**src/rtl/mem_pkg.sv**
```systemverilog
`default_nettype none
// ============================================================================
//  Module  : mem_pkg
//  Purpose : Shared encodings for the memory responder: FSM states, bus
//            direction codes and the wait-state counter width.
//  Rev     : 1.0  initial release
// ============================================================================
package mem_pkg;

  // Two-state responder FSM
  typedef enum logic [0:0] {
    ST_IDLE   = 1'b0,
    ST_ACCESS = 1'b1
  } state_e;

  // MEM_RW encodings as driven by the CPU
  localparam logic MEM_READ  = 1'b1;
  localparam logic MEM_WRITE = 1'b0;

  // Wait-state counter width; supports WAIT_CYCLES up to 15
  localparam int WAIT_W = 4;

endpackage
`default_nettype wire

```
**src/rtl/mem_array.sv**
```systemverilog
`default_nettype none
// ============================================================================
//  Module  : mem_array
//  Purpose : Single-port synchronous RAM, 2**ADDR_W x DATA_W, with a
//            registered read port. Storage is never cleared; only the read
//            register is reset so the bus output starts at zero.
//  Rev     : 1.0  initial release
// ============================================================================
module mem_array #(
  parameter int ADDR_W = 8,
  parameter int DATA_W = 16
) (
  input  logic              clk,
  input  logic              rst_n,
  input  logic              en,
  input  logic              we,
  input  logic [ADDR_W-1:0] addr,
  input  logic [DATA_W-1:0] wdata,
  output logic [DATA_W-1:0] rdata
);

  localparam int DEPTH = 1 << ADDR_W;

  logic [DATA_W-1:0] mem_q [0:DEPTH-1];
  logic [DATA_W-1:0] rdata_q;

  // Storage write port; contents survive reset (program/data image)
  always_ff @(posedge clk) begin
    if (en && we) begin
      mem_q[addr] <= wdata;
    end
  end

  // Read register only updates on a read, so it holds between reads
  always_ff @(posedge clk or negedge rst_n) begin
    if (!rst_n) begin
      rdata_q <= '0;
    end else if (en && !we) begin
      rdata_q <= mem_q[addr];
    end
  end

  assign rdata = rdata_q;

endmodule
`default_nettype wire

```
**src/rtl/mem_responder.sv**
```systemverilog
`default_nettype none
// ============================================================================
//  Module  : mem_responder
//  Purpose : Memory-side end of the CPU MEM_EN/MEM_RW + MFC handshake.
//            Latches a one-cycle request, holds MFC high for WAIT_CYCLES
//            cycles, then performs the access on the edge MFC drops.
//  Rev     : 1.0  initial release
// ============================================================================
module mem_responder
  import mem_pkg::*;
#(
  parameter int ADDR_W      = 8,
  parameter int DATA_W      = 16,
  parameter int WAIT_CYCLES = 2
) (
  input  logic              clk,
  input  logic              reset,
  input  logic              MEM_EN,
  input  logic              MEM_RW,
  input  logic [ADDR_W-1:0] addr,
  input  logic [DATA_W-1:0] data_in,
  output logic [DATA_W-1:0] data_out,
  output logic              MFC,
  output logic              busy_err
);

  // Counter preload: cnt counts down to zero, the zero cycle is the last busy one
  localparam logic [WAIT_W-1:0] CNT_LOAD = WAIT_W'(WAIT_CYCLES - 1);

  state_e              state_q, state_d;
  logic [WAIT_W-1:0]   cnt_q, cnt_d;
  logic [ADDR_W-1:0]   addr_q, addr_d;
  logic [DATA_W-1:0]   wdata_q, wdata_d;
  logic                rw_q, rw_d;
  logic                mfc_q, mfc_d;
  logic                busy_err_q, busy_err_d;
  logic                ram_en;
  logic                ram_we;

  // State, request latches and handshake registers
  always_ff @(posedge clk or negedge reset) begin
    if (!reset) begin
      state_q    <= ST_IDLE;
      cnt_q      <= '0;
      addr_q     <= '0;
      wdata_q    <= '0;
      rw_q       <= MEM_READ;
      mfc_q      <= 1'b0;
      busy_err_q <= 1'b0;
    end else begin
      state_q    <= state_d;
      cnt_q      <= cnt_d;
      addr_q     <= addr_d;
      wdata_q    <= wdata_d;
      rw_q       <= rw_d;
      mfc_q      <= mfc_d;
      busy_err_q <= busy_err_d;
    end
  end

  // Next-state logic: accept in IDLE, count wait states, fire the RAM on the last one
  always_comb begin
    state_d    = state_q;
    cnt_d      = cnt_q;
    addr_d     = addr_q;
    wdata_d    = wdata_q;
    rw_d       = rw_q;
    mfc_d      = mfc_q;
    busy_err_d = busy_err_q;
    ram_en     = 1'b0;
    ram_we     = 1'b0;

    case (state_q)
      ST_IDLE: begin
        if (MEM_EN) begin
          addr_d  = addr;
          wdata_d = data_in;
          rw_d    = MEM_RW;
          cnt_d   = CNT_LOAD;
          mfc_d   = 1'b1;
          state_d = ST_ACCESS;
        end
      end
      ST_ACCESS: begin
        // A new strobe while busy is dropped but remembered
        if (MEM_EN) begin
          busy_err_d = 1'b1;
        end
        if (cnt_q != '0) begin
          cnt_d = cnt_q - WAIT_W'(1);
        end else begin
          ram_en  = 1'b1;
          ram_we  = (rw_q == MEM_WRITE);
          mfc_d   = 1'b0;
          state_d = ST_IDLE;
        end
      end
      default: begin
        state_d = ST_IDLE;
      end
    endcase
  end

  mem_array #(
    .ADDR_W (ADDR_W),
    .DATA_W (DATA_W)
  ) u_mem_array (
    .clk   (clk),
    .rst_n (reset),
    .en    (ram_en),
    .we    (ram_we),
    .addr  (addr_q),
    .wdata (wdata_q),
    .rdata (data_out)
  );

  assign MFC      = mfc_q;
  assign busy_err = busy_err_q;

endmodule
`default_nettype wire

```
**config.mk**
```make
export PLATFORM = sky130hd
export DESIGN_NAME = mem_responder
export DESIGN_NICKNAME = d
export VERILOG_FILES = /design/src/rtl/mem_pkg.sv /design/src/rtl/mem_array.sv /design/src/rtl/mem_responder.sv
export SDC_FILE = /design/constraint.sdc
export NUM_CORES = 2
export LEC_CHECK = 0
export BUFFER_PORTS_ARGS = -buffer_cell sky130_fd_sc_hd__buf_2
export CAP_MARGIN = 10
export CELL_PAD_IN_SITES_DETAIL_PLACEMENT = 1
export CELL_PAD_IN_SITES_GLOBAL_PLACEMENT = 2
export CORE_UTILIZATION = 45
export DETAILED_ROUTE_END_ITERATION = 12
export GPL_ROUTABILITY_DRIVEN = 0
export MAX_ROUTING_LAYER = met4
export PLACE_DENSITY = 0.71
export SETUP_SLACK_MARGIN = 0.4
export SYNTH_ARGS = -nofsm -noshare
export SYNTH_HDL_FRONTEND = slang
export SYNTH_HIERARCHICAL = 1
export SYNTH_SLANG_ARGS = --single-unit
```
**constraint.sdc**
```tcl
create_clock -name clk -period 11.34 [get_ports clk]
set_input_delay 0.567 -clock clk [delete_from_list [all_inputs] [get_ports clk]]
set_output_delay 0.567 -clock clk [all_outputs]
set_load 0.05 [all_outputs]
```
* After elaboration in Yosys (flattened, before gate mapping) *
Memory sizes are Yosys's and may differ from the RTL's. A register that Yosys moved wholly into a read port is not among the register bits.
Index checks and enable logic that the tools add are counted.

word-level totals
  register bits after elaboration = 32
  bits in latches = 0
  bits in writable memories = 4096
  bits in read-only memories = 0
  input bits = 28
  output and inout bits = 18
  logic and storage cells = 38
  memories = 1

memory list
  name               depth  bits a word  read ports  clocked after Yosys merged registers in  write ports  RTL line         RTL
  u_mem_array.mem_q  256    16           1           1                                        1            mem_array.sv:24  logic [DATA_W-1:0] mem_q [0:DEPTH-1];

cells by class
  add/sub/neg operators = 1
  $mul = 0
  divide/modulo/power cells = 0
  magnitude comparators = 0
  equality and inequality tests = 3
  shifts and indexed selects = 0
  multiplexer cells = 15
  bitwise operators = 2
  reduce and logical (&&, ||, !) cells = 9

operators by type and width
  cell                                                    number
  two-way mux 1 bit                                       10
  two-way mux 4 bit                                       2
  case mux 4 bit (2 select lines)                         1
  AND reduction 2 bit                                     4
  inequality test 2 bit (second input constant)           2
  case mux 1 bit (2 select lines)                         2
  nonzero test 4 bit                                      1
  subtractor 4 x 1 -> 4 bit (second input constant)       1
  logical AND 1 bit                                       2
  logical NOT 1 bit                                       2
  inequality test 2 x 1 -> 1 bit (second input constant)  1
  NOT 1 bit                                               2

* Logic depth before layout (Yosys ltp) *
  depth after elaboration = 6
  depth in mapped cells = 14
  gate-level depth less buffers = 10

* By module *
The synthesis kept the hierarchy.

modules (own cells, without submodules)
  module         times used  cells each  area an instance (um2)  sequential area each (um2)
  mem_array      1           7136        158663.4                123398.3
  mem_responder  1           86          1308.8                  802.0

* Worst setup path before layout *
Ideal clock, no wire load.

  kind = register to register
  from = register wdata_q[0]
  to = memory u_mem_array.mem_q[0][0], data pin
  library setup time = 803 ps
  arrival = 3181 ps
  data required time = 10537 ps
  path slack = 7356 ps
  stages on the path, launching flop included = 1
  path buffers = 0
  clock period less this slack = 3984 ps
  cells stage by stage = dfrtp_1

RTL lines
  item                    RTL line             RTL
  from (decl)             mem_responder.sv:33  logic [DATA_W-1:0] wdata_q, wdata_d;
  from (signal assigned)  mem_responder.sv:54  wdata_q <= wdata_d;
  to (decl)               mem_array.sv:24

No word-level cell before the write port.

==> flow_metrics.py <==
metrics = {
    "pwr": {
        "seq_power_share_pct": 41.1,
        "irDropWorstVdd_mv": 0.232,
        "power_mw": 48.8,
        "p_leak_nw": 57.0,
        "power_switching_mw": 16.6,
        "power_density_nw_per_um2": 269,
        "power.internal_mw": 32.2,
        "pwr-share-clk_pct": 28.7,
        "comb_power_share_pct": 30.1,
        "p_sw_share_pct": 34.0,
    },
    "critical_path": {
        "path_buf_inv": 3,
        "reg2reg_to": "u_mem_array/rdata[1]",
        "r2r_slack_ns": 5.89,
        "required_ns": 12.19,
        "cpMostUsedCell": "buf_4",
        "path_cells": "buf_4 -> buf_4 -> mux4_2 -> mux4_2 -> a21oi_1 -> buf_4 -> o311a_1 -> o32ai_1",
        "worst-setup-path-type": "flip-flop to flip-flop",
        "worstSetupEndpointType": "flip-flop",
        "cp_max_fo": 44,
        "slowest_stage": "buf_4",
        "crit_cells": 8,
        "cp.arrival_ns": 6.30,
        "critPathLaunchType": "flip-flop",
        "slowest_delay_ns": 0.84,
        "r2r-start": "addr_q[0]",
        "crit_family": "buffers and inverters",
        "ff2ff_path_depth": 8,
    },
    "logic_synthesis": {
        "ys.flop_type": "edfxtp_1",
        "synthMuxAreaShare_pct": 16.2,
        "ys_warn_count": 6,
        "synth_edf_count": 4096,
        "synth_adder_area_share_pct": 0.0156,
        "synthCells": 7222,
        "synth_area_um2": 160000,
        "synth_seq_area_share_pct": 77.6,
        "synth_compound_area_share_pct": 2.47,
        "synth.avg_cell_area_um2": 22.2,
        "synth-xor-area-share_pct": 0,
        "post-synth-top-count-cell": "edfxtp_1",
        "ys_top_cells_by_area": "edfxtp_1 77%, mux4_2 14%, mux2i_1 2.0%",
        "synth_top_family_by_area": "multiplexers",
        "synth_cell_types": 78,
        "yosysTopAreaCell": "edfxtp_1",
        "synth_nets": 7252,
        "synth_top_cell_area_share_pct": 76.9,
        "synth_common_cells": "4096 x edfxtp_1, 973 x mux4_2, 327 x nor2_1, 320 x mux2i_1, 145 x nand2_1",
        "async_reset_ff_share_pct": 1.16,
        "ys_seq_elements": 4144,
        "synth-simple-area-share_pct": 2.00,
    },
    "sta": {
        "rsz0062_at_grt": "no",
        "holdWs_ns": 0.359,
        "min_period_ns": 5.45,
        "skew_ns": 0.0635,
        "setup_viol": 0,
        "finalMaxSlewViolations": 0,
        "fmax_ghz": 0.184,
        "final_hold_viol_count": 0,
        "max_slew_margin_pct": 2.87,
        "setup_tns_ns": 0,
        "min_period_over_period_pct": 48.0,
        "tightest_slew_ns": 1.46,
    },
    "global_routing": {
        "overflow": 0,
        "grt_pass1_wl_mm": 662,
        "track_usage_pct": 27.3,
        "grt_pass1_vias": 82700,
        "antenna_found_initial": 29,
        "grt_max_degree": 201,
    },
    "finish": {
        "n_fill_cell": 30700,
        "seqCellArea_um2": 124000,
        "multi_input_area_um2": 33500,
        "syn_to_final_growth_pct": 13.5,
        "nNetsFinal": 7759,
        "drive_above_1_share_pct": 28.1,
        "fin_util_pct": 51.4,
    },
    "clock_tree": {
        "cts_resized": 0,
        "cts_tree": "done",
        "clockRootBuffer": "clkbuf_16",
        "cts_hold_buf": 28,
        "post-cts-setup-buffer-count": 0,
        "cts_buffer_depth": 4,
        "clkTransAtPathRegs_ns": 0.06,
        "clock_latency_ns": 1.02,
        "cts_sinks": 4144,
        "cts_buffers": 425,
        "ctsHtreeMaxLevel": 5,
    },
    "min_path": {
        "hold_class": "input pin to flip-flop",
        "whs_endpoint": "wdata_q[7]",
        "hp-start": "data_in[7]",
        "hold_path_depth": 3,
    },
    "die": {
        "pin_count": 46,
        "die_x_um": 598,
        "start_util_pct": 45.3,
        "fp.dieH_um": 598,
        "num_rows": 218,
        "coreArea_um2": 353000,
        "dieArea_um2": 358000,
    },
    "route": {
        "drc": 0,
        "via_per_inst": 6.29,
        "post_drt_wl_per_cell_um": 37.2,
        "vias": 80700,
        "ant_nets": 0,
        "initialDrtViolationCount": 10200,
        "wl_mm": 477,
        "drtPass1Iterations": 6,
    },
    "flow_run": {
        "maxCapViolCount": 0,
    },
    "placement": {
        "dp_hpwl_mm": 281,
        "io_buffers": 45,
    },
    "outcome": {
        "outcome": "finished, final reports clean",
    },
}
[area by class of cell]
type | instances | area share [%]
sequential | 4144 | 68.4
tap | 4730 | 3.26
multi-input combinational | 2648 | 18.5
timing repair buffer | 500 | 2.21
inverter | 10 | 0.0289
antenna | 23 | 0.0317
clock inverter | 260 | 1.45
clock buffer | 524 | 6.14
[worst reg2reg max path, delay by kind of cell (launching register included)]
family                 cells  cell delay [ns]
buffers and inverters      3             2.00
AOI/OAI and AO/OA          3             1.31
DFF                        1             0.82
muxes                      2             1.21
[kinds of logic after synthesis]
family,Yosys count
fa+ha+maj,2
flops,4144
simple gates,719
mux,1357
buf+inv,430
compound gates,570
[registers in the layout, summed over array words and instances, names as in the netlist]
name               count
u_mem_array/rdata     16
state_q                1
wdata_q               16
addr_q                 8
cnt_q                  4
busy_err               1
MFC                    1
rw_q                   1
u_mem_array/mem_q   4096
[per-stage QoR]
| step | cells | cell area [um^2] | setup WS, ns |
|---|---|---|---|
| 6_report | 12800 | 182000 | 5.89 |
| 5_1_grt | 12800 | 182000 | 5.58 |
| 4_1_cts | 12800 | 182000 | 5.79 |
| 3_5_place_dp | 12000 | 167000 | 5.78 |
| 3_3_place_gp | 12000 | 167000 | 5.78 |
| 2_1_floorplan | 7222 | 160000 | 7.36 |
[worst max-delay path by stage]
stage                                          to       start
after floorplan           u_mem_array/mem_q[0][0]  wdata_q[0]
after global placement       u_mem_array/rdata[1]   addr_q[0]
after detailed placement     u_mem_array/rdata[1]   addr_q[0]
after CTS                    u_mem_array/rdata[1]   addr_q[0]
after global routing         u_mem_array/rdata[1]   addr_q[0]
final                        u_mem_array/rdata[1]   addr_q[0]
[metal layers]
metal  wire (um)  global-route usage (%)  part of all wire (%)
met5           0                       -                     0
met4       19100                    9.73                   4.0
met3       39900                    5.04                   8.4
met2      230000                    42.7                    48
met1      188000                    36.3                    39
[power groups by stage]
stage	combinational (mW)	clock, mW	sequential, mW
6_report	14.7	14.0	20.1
3_5_place_dp	14.6	0	20.4
3_3_place_gp	14.4	0	20.3
5_1_grt	15.2	14.7	20.1
2_1_floorplan	8.04	0	21.3
4_1_cts	14.7	14.2	20.1
[cells in the final DEF, fill, tap and decap left out, types with 15 or more instances in the layout]
cell type,n
edfxtp_1,4096
clkbuf_16,428
a31oi_1,16
dlygate4sd3_1,28
clkbuf_1,88
clkinvlp_4,15
nor2_1,244
nor3_2,27
clkinv_1,100
mux2i_1,320
nand3_1,94
o22ai_1,72
bufinv_16,44
nand2_1,144
mux4_2,973
buf_2,45
nor4_1,18
nor2_2,78
clkinv_2,74
a22o_1,17
nand4_1,16
mux2_2,57
o21ai_0,95
buf_12,21
a21oi_1,71
dfrtp_1,23
buf_4,402
diode_2,23
o221ai_1,18
dfrtp_4,21
a22oi_1,138
a221oi_1,23
Power figures use the tool's default switching activity.
